File: src/rtl/hazard_if.sv
// Pipeline-to-sequencer bundle: stage status flowing in, stage enables/flushes
// and debug counters flowing back out to the datapath.
interface hazard_if #(parameter int CNT_W = 16);
    logic             ihit;
    logic             dhit;
    logic             exmem_dREN;
    logic             exmem_dWEN;
    logic             idex_dREN;
    logic [4:0]       idex_rt;
    logic [4:0]       ifid_rs;
    logic [4:0]       ifid_rt;
    logic             redirect;
    logic             halt_wb;
    logic             pc_en;
    logic             ifid_en;
    logic             idex_en;
    logic             exmem_en;
    logic             memwb_en;
    logic             ifid_flush;
    logic             idex_flush;
    logic             exmem_flush;
    logic             memwb_flush;
    logic             halted;
    logic [CNT_W-1:0] stall_cnt;
    logic [CNT_W-1:0] flush_cnt;

    modport master (
        output ihit, dhit, exmem_dREN, exmem_dWEN, idex_dREN, idex_rt,
               ifid_rs, ifid_rt, redirect, halt_wb,
        input  pc_en, ifid_en, idex_en, exmem_en, memwb_en,
               ifid_flush, idex_flush, exmem_flush, memwb_flush,
               halted, stall_cnt, flush_cnt
    );

    modport slave (
        input  ihit, dhit, exmem_dREN, exmem_dWEN, idex_dREN, idex_rt,
               ifid_rs, ifid_rt, redirect, halt_wb,
        output pc_en, ifid_en, idex_en, exmem_en, memwb_en,
               ifid_flush, idex_flush, exmem_flush, memwb_flush,
               halted, stall_cnt, flush_cnt
    );
endinterface

File: src/rtl/hazard_unit.sv
// Five-stage pipeline sequencer: per-stage enable/flush and PC write control,
// memory-wait and sticky-halt tracking, saturating stall/flush counters.
module hazard_unit #(
    parameter int CNT_W = 16
) (
    input  logic    CLK,
    input  logic    nRST,
    hazard_if.slave hz
);

    typedef enum logic [1:0] {RUN, MEMWAIT, HALT} state_t;

    state_t           state;
    state_t           next_state;
    logic             mem_busy;
    logic             load_use;
    logic             eval_run;
    logic             busy_eff;
    logic             halt_eff;
    logic             redirect_take;
    logic             pc_en_c;
    logic             ifid_en_c, idex_en_c, exmem_en_c, memwb_en_c;
    logic             ifid_fl_c, idex_fl_c, exmem_fl_c, memwb_fl_c;
    logic [CNT_W-1:0] stall_cnt;
    logic [CNT_W-1:0] flush_cnt;

    function automatic logic [CNT_W-1:0] sat_inc(input logic [CNT_W-1:0] v);
        return (&v) ? v : v + 1'b1;
    endfunction

    assign mem_busy = (hz.exmem_dREN | hz.exmem_dWEN) & ~hz.dhit;
    // A load targeting $zero never creates a real dependency.
    assign load_use = hz.idex_dREN & (hz.idex_rt != 5'd0) &
                      ((hz.idex_rt == hz.ifid_rs) | (hz.idex_rt == hz.ifid_rt));

    always_ff @(posedge CLK or negedge nRST) begin
        if (!nRST) state <= RUN;
        else       state <= next_state;
    end

    always_comb begin
        next_state    = state;
        eval_run      = 1'b0;
        busy_eff      = 1'b0;
        halt_eff      = 1'b0;
        redirect_take = 1'b0;
        pc_en_c       = 1'b0;
        ifid_en_c     = 1'b0;
        idex_en_c     = 1'b0;
        exmem_en_c    = 1'b0;
        memwb_en_c    = 1'b0;
        ifid_fl_c     = 1'b0;
        idex_fl_c     = 1'b0;
        exmem_fl_c    = 1'b0;
        memwb_fl_c    = 1'b0;

        // The dhit release cycle of MEMWAIT behaves like RUN with nothing pending in MEM.
        case (state)
            RUN: begin
                eval_run = 1'b1;
                busy_eff = mem_busy;
                halt_eff = hz.halt_wb;
            end
            MEMWAIT: eval_run = hz.dhit;
            HALT:    eval_run = 1'b0;
            default: next_state = RUN;
        endcase

        if (eval_run) begin
            next_state = RUN;
            if (halt_eff) begin
                next_state = HALT;
            end else if (busy_eff) begin
                next_state = MEMWAIT;
            end else if (hz.redirect) begin
                redirect_take = 1'b1;
                pc_en_c       = 1'b1;
                ifid_fl_c     = 1'b1;
                idex_fl_c     = 1'b1;
                exmem_fl_c    = 1'b1;
                memwb_en_c    = 1'b1;
            end else if (load_use) begin
                idex_fl_c  = 1'b1;
                exmem_en_c = 1'b1;
                memwb_en_c = 1'b1;
            end else if (!hz.ihit) begin
                ifid_fl_c  = 1'b1;
                idex_en_c  = 1'b1;
                exmem_en_c = 1'b1;
                memwb_en_c = 1'b1;
            end else begin
                pc_en_c    = 1'b1;
                ifid_en_c  = 1'b1;
                idex_en_c  = 1'b1;
                exmem_en_c = 1'b1;
                memwb_en_c = 1'b1;
            end
        end
    end

    always_ff @(posedge CLK or negedge nRST) begin
        if (!nRST) begin
            stall_cnt <= '0;
            flush_cnt <= '0;
        end else begin
            if ((state != HALT) && !pc_en_c) stall_cnt <= sat_inc(stall_cnt);
            if (redirect_take)               flush_cnt <= sat_inc(flush_cnt);
        end
    end

    // Controls are forced low while reset is held, independent of the inputs.
    assign hz.pc_en       = nRST & pc_en_c;
    assign hz.ifid_en     = nRST & ifid_en_c;
    assign hz.idex_en     = nRST & idex_en_c;
    assign hz.exmem_en    = nRST & exmem_en_c;
    assign hz.memwb_en    = nRST & memwb_en_c;
    assign hz.ifid_flush  = nRST & ifid_fl_c;
    assign hz.idex_flush  = nRST & idex_fl_c;
    assign hz.exmem_flush = nRST & exmem_fl_c;
    assign hz.memwb_flush = nRST & memwb_fl_c;
    assign hz.halted      = (state == HALT);
    assign hz.stall_cnt   = stall_cnt;
    assign hz.flush_cnt   = flush_cnt;

endmodule

File: src/flat_wrapper.sv
// flat-port wrapper written by rule: the top's interface ports become plain ports
module hazard_unit_flat 
#(
    parameter int CNT_W = 16
)
  (CLK, nRST, hz_ihit, hz_dhit, hz_exmem_dREN, hz_exmem_dWEN, hz_idex_dREN, hz_idex_rt, hz_ifid_rs, hz_ifid_rt, hz_redirect, hz_halt_wb, hz_pc_en, hz_ifid_en, hz_idex_en, hz_exmem_en, hz_memwb_en, hz_ifid_flush, hz_idex_flush, hz_exmem_flush, hz_memwb_flush, hz_halted, hz_stall_cnt, hz_flush_cnt);
  hazard_if #(.CNT_W(CNT_W)) hz_i ();
  input  logic CLK;
  input  logic nRST;
  input wire logic [$bits(hz_i.ihit)-1:0] hz_ihit;
  input wire logic [$bits(hz_i.dhit)-1:0] hz_dhit;
  input wire logic [$bits(hz_i.exmem_dREN)-1:0] hz_exmem_dREN;
  input wire logic [$bits(hz_i.exmem_dWEN)-1:0] hz_exmem_dWEN;
  input wire logic [$bits(hz_i.idex_dREN)-1:0] hz_idex_dREN;
  input wire logic [$bits(hz_i.idex_rt)-1:0] hz_idex_rt;
  input wire logic [$bits(hz_i.ifid_rs)-1:0] hz_ifid_rs;
  input wire logic [$bits(hz_i.ifid_rt)-1:0] hz_ifid_rt;
  input wire logic [$bits(hz_i.redirect)-1:0] hz_redirect;
  input wire logic [$bits(hz_i.halt_wb)-1:0] hz_halt_wb;
  output wire logic [$bits(hz_i.pc_en)-1:0] hz_pc_en;
  output wire logic [$bits(hz_i.ifid_en)-1:0] hz_ifid_en;
  output wire logic [$bits(hz_i.idex_en)-1:0] hz_idex_en;
  output wire logic [$bits(hz_i.exmem_en)-1:0] hz_exmem_en;
  output wire logic [$bits(hz_i.memwb_en)-1:0] hz_memwb_en;
  output wire logic [$bits(hz_i.ifid_flush)-1:0] hz_ifid_flush;
  output wire logic [$bits(hz_i.idex_flush)-1:0] hz_idex_flush;
  output wire logic [$bits(hz_i.exmem_flush)-1:0] hz_exmem_flush;
  output wire logic [$bits(hz_i.memwb_flush)-1:0] hz_memwb_flush;
  output wire logic [$bits(hz_i.halted)-1:0] hz_halted;
  output wire logic [$bits(hz_i.stall_cnt)-1:0] hz_stall_cnt;
  output wire logic [$bits(hz_i.flush_cnt)-1:0] hz_flush_cnt;
  assign hz_i.ihit = hz_ihit;
  assign hz_i.dhit = hz_dhit;
  assign hz_i.exmem_dREN = hz_exmem_dREN;
  assign hz_i.exmem_dWEN = hz_exmem_dWEN;
  assign hz_i.idex_dREN = hz_idex_dREN;
  assign hz_i.idex_rt = hz_idex_rt;
  assign hz_i.ifid_rs = hz_ifid_rs;
  assign hz_i.ifid_rt = hz_ifid_rt;
  assign hz_i.redirect = hz_redirect;
  assign hz_i.halt_wb = hz_halt_wb;
  assign hz_pc_en = hz_i.pc_en;
  assign hz_ifid_en = hz_i.ifid_en;
  assign hz_idex_en = hz_i.idex_en;
  assign hz_exmem_en = hz_i.exmem_en;
  assign hz_memwb_en = hz_i.memwb_en;
  assign hz_ifid_flush = hz_i.ifid_flush;
  assign hz_idex_flush = hz_i.idex_flush;
  assign hz_exmem_flush = hz_i.exmem_flush;
  assign hz_memwb_flush = hz_i.memwb_flush;
  assign hz_halted = hz_i.halted;
  assign hz_stall_cnt = hz_i.stall_cnt;
  assign hz_flush_cnt = hz_i.flush_cnt;
  hazard_unit #(.CNT_W(CNT_W)) u_core (.CLK(CLK), .nRST(nRST), .hz(hz_i));
endmodule
File: config.mk
export PLATFORM = sky130hd
export DESIGN_NAME = hazard_unit_flat
export DESIGN_NICKNAME = d
export VERILOG_FILES = /design/src/rtl/hazard_if.sv /design/src/rtl/hazard_unit.sv /design/src/flat_wrapper.sv
export SDC_FILE = /design/constraint.sdc
export NUM_CORES = 1
export LEC_CHECK = 0
export BUFFER_PORTS_ARGS = -buffer_cell sky130_fd_sc_hd__buf_2
export CAP_MARGIN = 0
export CORE_MARGIN = 3
export CORE_UTILIZATION = 35
export CTS_BUF_LIST = sky130_fd_sc_hd__clkbuf_2
export DETAILED_ROUTE_END_ITERATION = 10
export SLEW_MARGIN = 20
export SYNTH_ARGS = -nofsm -noshare
export SYNTH_HDL_FRONTEND = slang
export SYNTH_SLANG_ARGS = --single-unit
File: constraint.sdc
create_clock -name CLK -period 2.8 [get_ports CLK]
set_input_delay 0.14 -clock CLK [delete_from_list [all_inputs] [get_ports CLK]]
set_output_delay 0.14 -clock CLK [all_outputs]
set_load 0.05 [all_outputs]
; Yosys cells after proc, flatten, opt, wreduce, memory -nomap -nowiden
; Index checks and enable logic that the tools add are counted.
[word_totals]
out_inout_bits = 42
regBits = 34
input_bits = 24
[classes]
add_sub_neg = 2
reduce_logical = 9
n_mux = 44
eq_ne = 6
bitwise = 16
[op_table]
columns = op, n
row1 = $mux 1, 40
row2 = $add 16x1->16 const B, 2
row3 = $reduce_and 16->1, 2
row4 = $and 1x1->1, 11
row5 = $eq 5x5->1, 2
row6 = $mux 2, 3
row7 = $reduce_bool 5->1, 1
row8 = $reduce_and 2->1, 2
row9 = $not 1->1, 3
row10 = $reduce_or 3->1, 1
row11 = $eq 2x1->1 const B, 1
row12 = $eq 2x2->1 const B, 1
row13 = $logic_not 2->1, 1
row14 = $ne 2x1->1 const B, 1
row15 = $ne 2x2->1 const B, 1
row16 = $or 1x1->1, 2
row17 = $pmux 1 s2, 1
row18 = $logic_and 1x1->1, 1
row19 = $logic_not 1->1, 1

; Depth between registers and ports, before layout
; Gate-level depths: netlist of run 1.
[logic_depth]
ltp_word = 11
mapped_depth = 9
depth_no_buf = 8

; Worst setup path before layout of run 1
; No wires, ideal clock.
[synth_path]
path_kind = register to output
from = register u_core.state[0]
to = output hz_ifid_en
path_stages_with_launch = 7
slack_ns = 0.363
path_buffers = 0
required_time_ns = 2.660
t_arrival_ns = 2.297
path_cell_list = dfrtp_1 -> nor3_1 -> nor2_1 -> nor3_1 -> nand2_1 -> nor2_1 -> and3_1
[synth_via]
elab_chain_cells = 6
[synth_lines]
columns = item, line
row1 = "start, declared", hazard_unit.sv:13  ; state_t state;
row2 = "start signal, assigned", hazard_unit.sv:38  ; else state <= next_state;
row3 = $logic_not 2->1, hazard_unit.sv:58  ; case (state)
row4 = $mux 1, hazard_unit.sv:58
row5 = $mux 1, hazard_unit.sv:73  ; end else if (busy_eff) begin
row6 = $mux 1, hazard_unit.sv:71  ; if (halt_eff) begin
row7 = $mux 1 (*), hazard_unit.sv:69  ; if (eval_run) begin
row8 = $and 1x1->1 (*), hazard_unit.sv:113  ; assign hz.ifid_en = nRST & ifid_en_c;
row9 = "end, declared", flat_wrapper.sv:21  ; output wire logic [$bits(hz_i.ifid_en)-1:0] hz_ifid_en;
; Every way passes the cells marked *; elsewhere a longest branch is shown, timed or not.

; Worst setup path in the final report of run 1
; Same ends and word-level chain as after synthesis.

==> impl_metrics.tcl, run 1 <==
set metrics [dict create \
    outcome "complete, no violations" \
    routedWlPerCell_um 11.69 \
    power_frac_comb_pct 26.2 \
    syn_nets 202 \
    swShare_pct 37.65 \
    hold_depth 5 \
    p_per_area_nw_per_um2 477.3 \
    cts-resized-gates 0 \
    cts_root_buffer "clkbuf_2" \
    power.internal_mw 0.6702 \
    rows 25 \
    tightest_slew_ps 504.5 \
    fin_tns_setup_ps 0 \
    netlist_area_sq_um 1802 \
    endpoint_kind "output pin" \
    drc 0 \
    tritoncts.num_buffers 5 \
    die_area_sq_um 6045 \
    leakage_nw 1.100 \
    clock.fmax_mhz 423.0 \
    critical_path_class "flop to output pin" \
    ir_drop_mv 0.4007 \
    io_pins 66 \
    rrSetupSlack_ps 650 \
    clk_latency_ps 360 \
    antenna_found_initial 0 \
    grt_pass1_wl_um 6244 \
    port_buffers 64 \
    final_cells 316 \
    finalHoldViolations 0 \
    fin_util_pct 46.45 \
    sequentialPowerShare_pct 53.2 \
    wl_um 3693 \
    yosys-top-cells-area "dfrtp_1 (47%), xnor2_1 (11%), xor2_1 (8.8%), nand2_1 (3.5%), nand4_1 (3.5%)" \
    synth_seq_cells 34 \
    cts_sinks 34 \
    dp.cells 305 \
    htree_levels 2 \
    fin_area_sq_um 2252 \
    synth_top_area_cell "dfrtp_1" \
    path_max_fanout 6 \
    grt_pass1_vias 1390 \
    grt_max_degree 35 \
    start_util_pct 37.16 \
    post_dp_cell_area_sq_um 2183 \
    cts.clk_slew.worst_paths_ps 170 \
    drive_gt1_share_pct 32.93 \
    n_antenna_cell 0 \
    dieWidth_um 77.75 \
    synth_area_per_cell_sq_um 10.24 \
    final_nets 274 \
    synth-seq-area-share_pct 47.22 \
    rsz0062_at_grt "no" \
    die_y_um 77.75 \
    fin_hold_ws_ps 132.5 \
    p_clk_share_pct 20.6 \
    cp.arrival_ps 2220 \
    post-route-min-period_ps 2364 \
    synthCells 176 \
    p_sw_mw 0.4047 \
    vias 1487 \
    hpwl_um 2867 \
    clock_skew_ps 12.69 \
    gp_congestion 0.7572 \
    yosysWarnings 0 \
    min_period_over_period_pct 84.43 \
    netlist.area_leader.share_pct 47.22 \
    cp.required_ps 2660 \
    firstDrtPassIters 4 \
    clockBufferDepth 2 \
    hp-class "input port to flop" \
    slew-limit-headroom_pct 66.24 \
    ys_types 33 \
    drv_slew 0 \
    fp.coreArea_sq_um 4848 \
    syn_to_final_growth_pct 25.00 \
    start_kind "flop" \
    grt_usage_pct 12.78 \
    r2r_cells 8 \
    setup_viol 0 \
    drt_iter0_markers 42 \
    maxCapViolCount 0 \
    ant_nets 0 \
    cts_tree "yes" \
    viasPerCell 4.706 \
    grt_overflow 0 \
]
Yosys cell counts (all sizes together):
library cell,number
nand4,10
nor2,17
o21ai,1
and2,2
nor2b,2
and3,11
xor2,18
a21oi,4
nand3,8
nand2,17
or2,2
nor3,9
o21bai,1
buf,3
and4,1
mux2,1
a41oi,1
nand2b,2
nor4,1
a22oi,1
xnor2,22
or4,1
ha,2
dfrtp,34
inv,3
conb,1
or3,1
kinds of logic (layout without fill, tap and decap cells):
logic type	after synthesis	count (layout)	synth area share, %
simple gates	84	84	24.86
xor+xnor	40	40	19.44
flops	34	34	47.22
compound gates	8	8	3.958
buf+inv	6	79	2.292
fa+ha+maj	2	2	1.389
other cells	1	1	0.2081
mux	1	1	0.6250
metrics by stage:
step | setup slack [ps] | power (mW)
after CTS | 413.4 | 1.095
after detailed placement | 660.4 | 0.8642
after floorplan | 362.7 | 0.7754
after global routing | 183.6 | 1.142
final | 436.1 | 1.075
after global placement | 652.0 | 0.8631
per-layer routing:
metal,GRT usage [%],vias up,wire length [um]
met5,0,-,0
met1,16.76,706,1682
met3,3.596,5,190
met2,20.46,37,1787
li1,-,739,-
met4,3.737,0,33
critical path: stages, from the launching register on:
cell and delay, ps:
dfrtp_1 450, nor3_1 200, nor2_1 60, nor3_1 340, nand2_1 210, nor2_1 180
and3_1 170, buf_2 250
power groups by stage:
stage               Clock, mW  Combinational (mW)  Sequential, mW
floorplan                   0              0.0676           0.708
global placement            0               0.280           0.583
detailed placement          0               0.281           0.583
CTS                     0.236               0.285           0.574
global route            0.257               0.303           0.581
finish                  0.222               0.281           0.572
cells in the final DEF, fill, tap and decap left out:
master / netlist / final
and3_4: 2 / 2
clkinv_2: 0 / 1
clkinv_1: 0 / 1
clkbuf_2: 0 / 6
or4_1: 1 / 1
buf_2: 0 / 64
nand3_2: 1 / 1
and3_1: 9 / 9
nor2b_1: 2 / 2
mux2_2: 1 / 1
xor2_1: 18 / 18
or3_4: 1 / 1
o21bai_2: 1 / 1
and2_4: 1 / 1
nand2_1: 17 / 17
nor2_1: 16 / 16
a21oi_1: 4 / 4
or2_2: 1 / 1
nand3_1: 7 / 7
nand2b_1: 2 / 2
nor4_1: 1 / 1
o21ai_0: 1 / 1
buf_4: 1 / 1
ha_1: 2 / 2
conb_1: 1 / 1
a22oi_1: 1 / 1
xnor2_1: 22 / 22
inv_1: 3 / 3
and2_1: 1 / 1
a41oi_4: 1 / 1
dfrtp_1: 34 / 34
or2_1: 1 / 1
nand4_1: 10 / 10
nor3_1: 9 / 9
dlygate4sd3_1: 0 / 3
and4_1: 1 / 1
nor2_2: 1 / 1
what timing repair did:
item,in CTS,in global routing
setup buffers,0,0
endpoints found under the hold margin,36,0
hold buffers,3,0
cell type report:
cell class	count	area, sq um
fill	489	2596
multi-input combinational	136	909.6
sequential	34	850.8
timing repair buffer	68	357.8
tap	67	83.83
clock buffer	6	30.03
inverter	3	11.26
clock inverter	2	8.758
flip-flops by register name, indices dropped and copies added, names as in the netlist:
| name | count |
|---|---|
| u_core.hz.stall_cnt | 16 |
| u_core.state | 2 |
| u_core.hz.flush_cnt | 16 |
path summary, 6_finish.rpt:
| check | from | end |
|---|---|---|
| min reg2reg | u_core.hz.flush_cnt[12]$_DFFE_PN0P_ | u_core.hz.flush_cnt[12]$_DFFE_PN0P_ |
| min in group asynchronous | nRST | u_core.hz.flush_cnt[9]$_DFFE_PN0P_ |
| max reg2reg | u_core.hz.stall_cnt[0]$_DFFE_PN0P_ | u_core.hz.stall_cnt[6]$_DFFE_PN0P_ |
| max in group asynchronous | nRST | u_core.hz.stall_cnt[1]$_DFFE_PN0P_ |
| min | hz_exmem_dREN | u_core.state[0]$_DFFE_PN0P_ |
| max | u_core.state[0]$_DFFE_PN0P_ | hz_ifid_en |
No activity file was read; power rests on OpenSTA's default activity.
==> run 2: changes to the inputs <==
Settings changed: ABC_AREA from default to 1.
Clock period 2.8 ns to 2.4 ns, I/O delays scaled along.
==> run 2 against run 1 <==
  * Design area increased by 26%
  * Die area increased by 29%
  * Wire length is 59% higher
  * Worst hold slack got worse by 120 ps
  * First-iteration DRC count is 120% higher
  * Core utilization decreased by 2.7 points
  * Clock power rose by 16%
  * Register-to-register slack worse by 150 ps
  * Power is 0.42% lower
  * Highest routed layer unchanged
==> impl_metrics.tcl, run 2 <==
set metrics [dict create \
    clock.fmax_mhz 469.7 \
    cp.arrival_ps 2010 \
    yosys-top-cells-count "nand2_1 (111), inv_1 (40), dfrtp_1 (34)" \
    grt_overflow 0 \
    hp-class "input port to flop" \
    port_buffers 64 \
    ant_nets 0 \
    routedWlPerCell_um 12.17 \
    grt_pass1_vias 2182 \
    die_y_um 88.37 \
    grt_max_degree 21 \
    netlist.area_leader.share_pct 35.83 \
    rrSetupSlack_ps 500 \
    top_layer "met4" \
    clock_skew_ps 13.87 \
    final_nets 432 \
    synth_seq_cells 34 \
    cts.clk_slew.worst_paths_ps 180 \
    gp_congestion 0.8101 \
    top_regs "u_core.hz.flush_cnt (16), u_core.hz.stall_cnt (16), u_core.state (2)" \
    setup_viol 0 \
    fin_tns_setup_ps 0 \
    ys_types 30 \
    grt_pass1_wl_um 9991 \
    rows 29 \
    n_antenna_cell 0 \
    routed-wl-met2_um 2931 \
    r2r_cells 7 \
    fin_area_sq_um 2828 \
    antenna_found_initial 0 \
    yosys.cell_count.top_type "nand2_1" \
    cts_sinks 34 \
    layout_common_cells "nand2_1 (111), buf_2 (64), inv_1 (40)" \
    outcome "complete, no violations" \
    rsz0062_at_grt "no" \
    min_period_over_period_pct 88.71 \
    synth_edf_count 0 \
    slowest_stage "dfrtp_1" \
    dr_wl_met3_um 262 \
    mostFrequentLayoutCell "nand2_1" \
    timing.critical_path.cells "nand2_1 > nand2_1 > nor3_4 > nand2_4 > a21oi_1 > buf_2" \
    synth-main-ff-cell "dfrtp_1" \
    ir_drop_mv 0.2180 \
    synth_top_area_cell "dfrtp_1" \
    maxCapViolCount 0 \
    post-route-min-period_ps 2129 \
    synth-seq-area-share_pct 35.83 \
    cts_root_buffer "clkbuf_2" \
    post_dp_cell_area_sq_um 2736 \
    drive_gt1_share_pct 21.73 \
    vias 2296 \
    synth_area_per_cell_sq_um 7.089 \
    start_kind "flop" \
    wl_um 5864 \
    dieWidth_um 88.37 \
    endpoint_kind "output pin" \
    path_max_fanout 20 \
    die_area_sq_um 7809 \
    max_stage_delay_ps 440 \
    syn_to_final_growth_pct 19.07 \
    worst_r2r_endpoint "u_core.hz.flush_cnt[4]$_DFFE_PN0P_" \
    yosys-top-cells-area "dfrtp_1 (36%), nand2_1 (18%), xor2_1 (7.0%), inv_1 (6.3%), nand4_1 (5.8%)" \
    synthCells 335 \
    cp.required_ps 2280 \
    crit_top_cell "nand2_1" \
    drv_slew 0 \
    finalHoldViolations 0 \
    htree_levels 2 \
    regToRegStartpoint "u_core.state[0]$_DFFE_PN0P_" \
    start_util_pct 36.77 \
    cp-endpoint "hz_pc_en" \
    final_cells 482 \
    drt_iter0_markers 92 \
    critical_path_class "flop to output pin" \
    crit_start "u_core.state[0]$_DFFE_PN0P_" \
    yosysWarnings 0 \
    dp.cells 469 \
    nFillCells 687 \
    drc 0 \
    fin_util_pct 43.78 \
    clk_latency_ps 380 \
    syn_nets 361 \
    wl_met1_um 2594 \
    cts_tree "yes" \
    total_power_mw 1.070 \
    viasPerCell 4.763 \
    netlist_area_sq_um 2375 \
    grt_usage_pct 15.97 \
    async_reset_ff_share_pct 100.0 \
    clockBufferDepth 2 \
    tritoncts.num_buffers 5 \
    leakage_nw 1.526 \
    hpwl_um 4442 \
    firstDrtPassIters 4 \
    p_per_area_nw_per_um2 378.5 \
    io_pins 66 \
    fp.coreArea_sq_um 6459 \
]
[run 2: cell count changes after synthesis, sizes merged, moves of 5 or more]
cell | previous run | this run
buf | 3 | 8
nor2 | 17 | 32
o21ai | 1 | 13
xnor2 | 22 | 10
and3 | 11 | 0
nand3 | 8 | 18
inv | 3 | 42
nand4 | 10 | 22
nand2 | 17 | 113
[run 2: critical path, delay by kind of cell, from the launching register on]
family / cells / cell delay, ps
and+or+nand+nor: 4 / 700
AOI/OAI and AO/OA: 1 / 200
buffers and inverters: 1 / 280
DFF: 1 / 440
[run 2: worst min path at each step]
stage,from,to,cells after the start
after global routing,hz_dhit,u_core.state[0]$_DFFE_PN0P_,4
final,hz_dhit,u_core.state[0]$_DFFE_PN0P_,4
after detailed placement,nRST,u_core.hz.stall_cnt[10]$_DFFE_PN0P_,1
after global placement,nRST,u_core.hz.stall_cnt[10]$_DFFE_PN0P_,1
after CTS,hz_dhit,u_core.state[0]$_DFFE_PN0P_,4
after floorplan,nRST,u_core.hz.flush_cnt[0]$_DFFE_PN0P_,0
[run 2: final cells by class]
class / count / area [sq um] / area share (%)
Clock buffer: 5 / 25.02 / 0.8850
Clock inverter: 1 / 3.754 / 0.1327
Inverter: 42 / 157.7 / 5.575
Multi-Input combinational cell: 251 / 1309 / 46.28
Sequential cell: 34 / 850.8 / 30.09
Tap cell: 77 / 96.34 / 3.407
Timing Repair Buffer: 72 / 385.4 / 13.63
[run 2: timing repair]
| action | 4_1_cts | 5_1_grt |
|---|---|---|
| resized for setup | 0 | 1 |
| hold buffers | 2 | 0 |
| endpoints found under the setup margin | 0 | 1 |
| buffers inserted | 0 | 5 |
| endpoints found under the hold margin | 15 | 0 |
[run 2: cell families after synthesis]
logic type | count (synthesis) | share of synthesized area [%]
AND/OR/NAND/NOR | 199 | 38.20
buffers and inverters | 50 | 9.272
flip-flops | 34 | 35.83
XOR/XNOR | 29 | 10.70
AO/OA/AOI/OAI | 20 | 4.795
adder cells (fa/ha/maj) | 2 | 1.054
other | 1 | 0.1579
[run 2: where the power goes]
part	internal (mW)	leakage [nW]	switching, mW
Clock	0.0579	0.0223	0.199
Combinational	0.0568	1.07	0.141
Sequential	0.591	0.433	0.0240
[run 2: layer usage]
layer	up-vias	GRT usage [%]
li1	1207	-
met5	-	0
met1	1035	19.76
met3	9	3.445
met4	0	4.808
met2	45	27.80
[run 2: metrics by stage]
step | hold WS [ps] | worst slack (ps)
finish | 11.90 | 271.0
global route | 1.096 | 93.69
CTS | 1.146 | 125.5
detailed placement | 71.11 | 409.8
global placement | 67.15 | 386.7
floorplan | -175.6 | 230.7
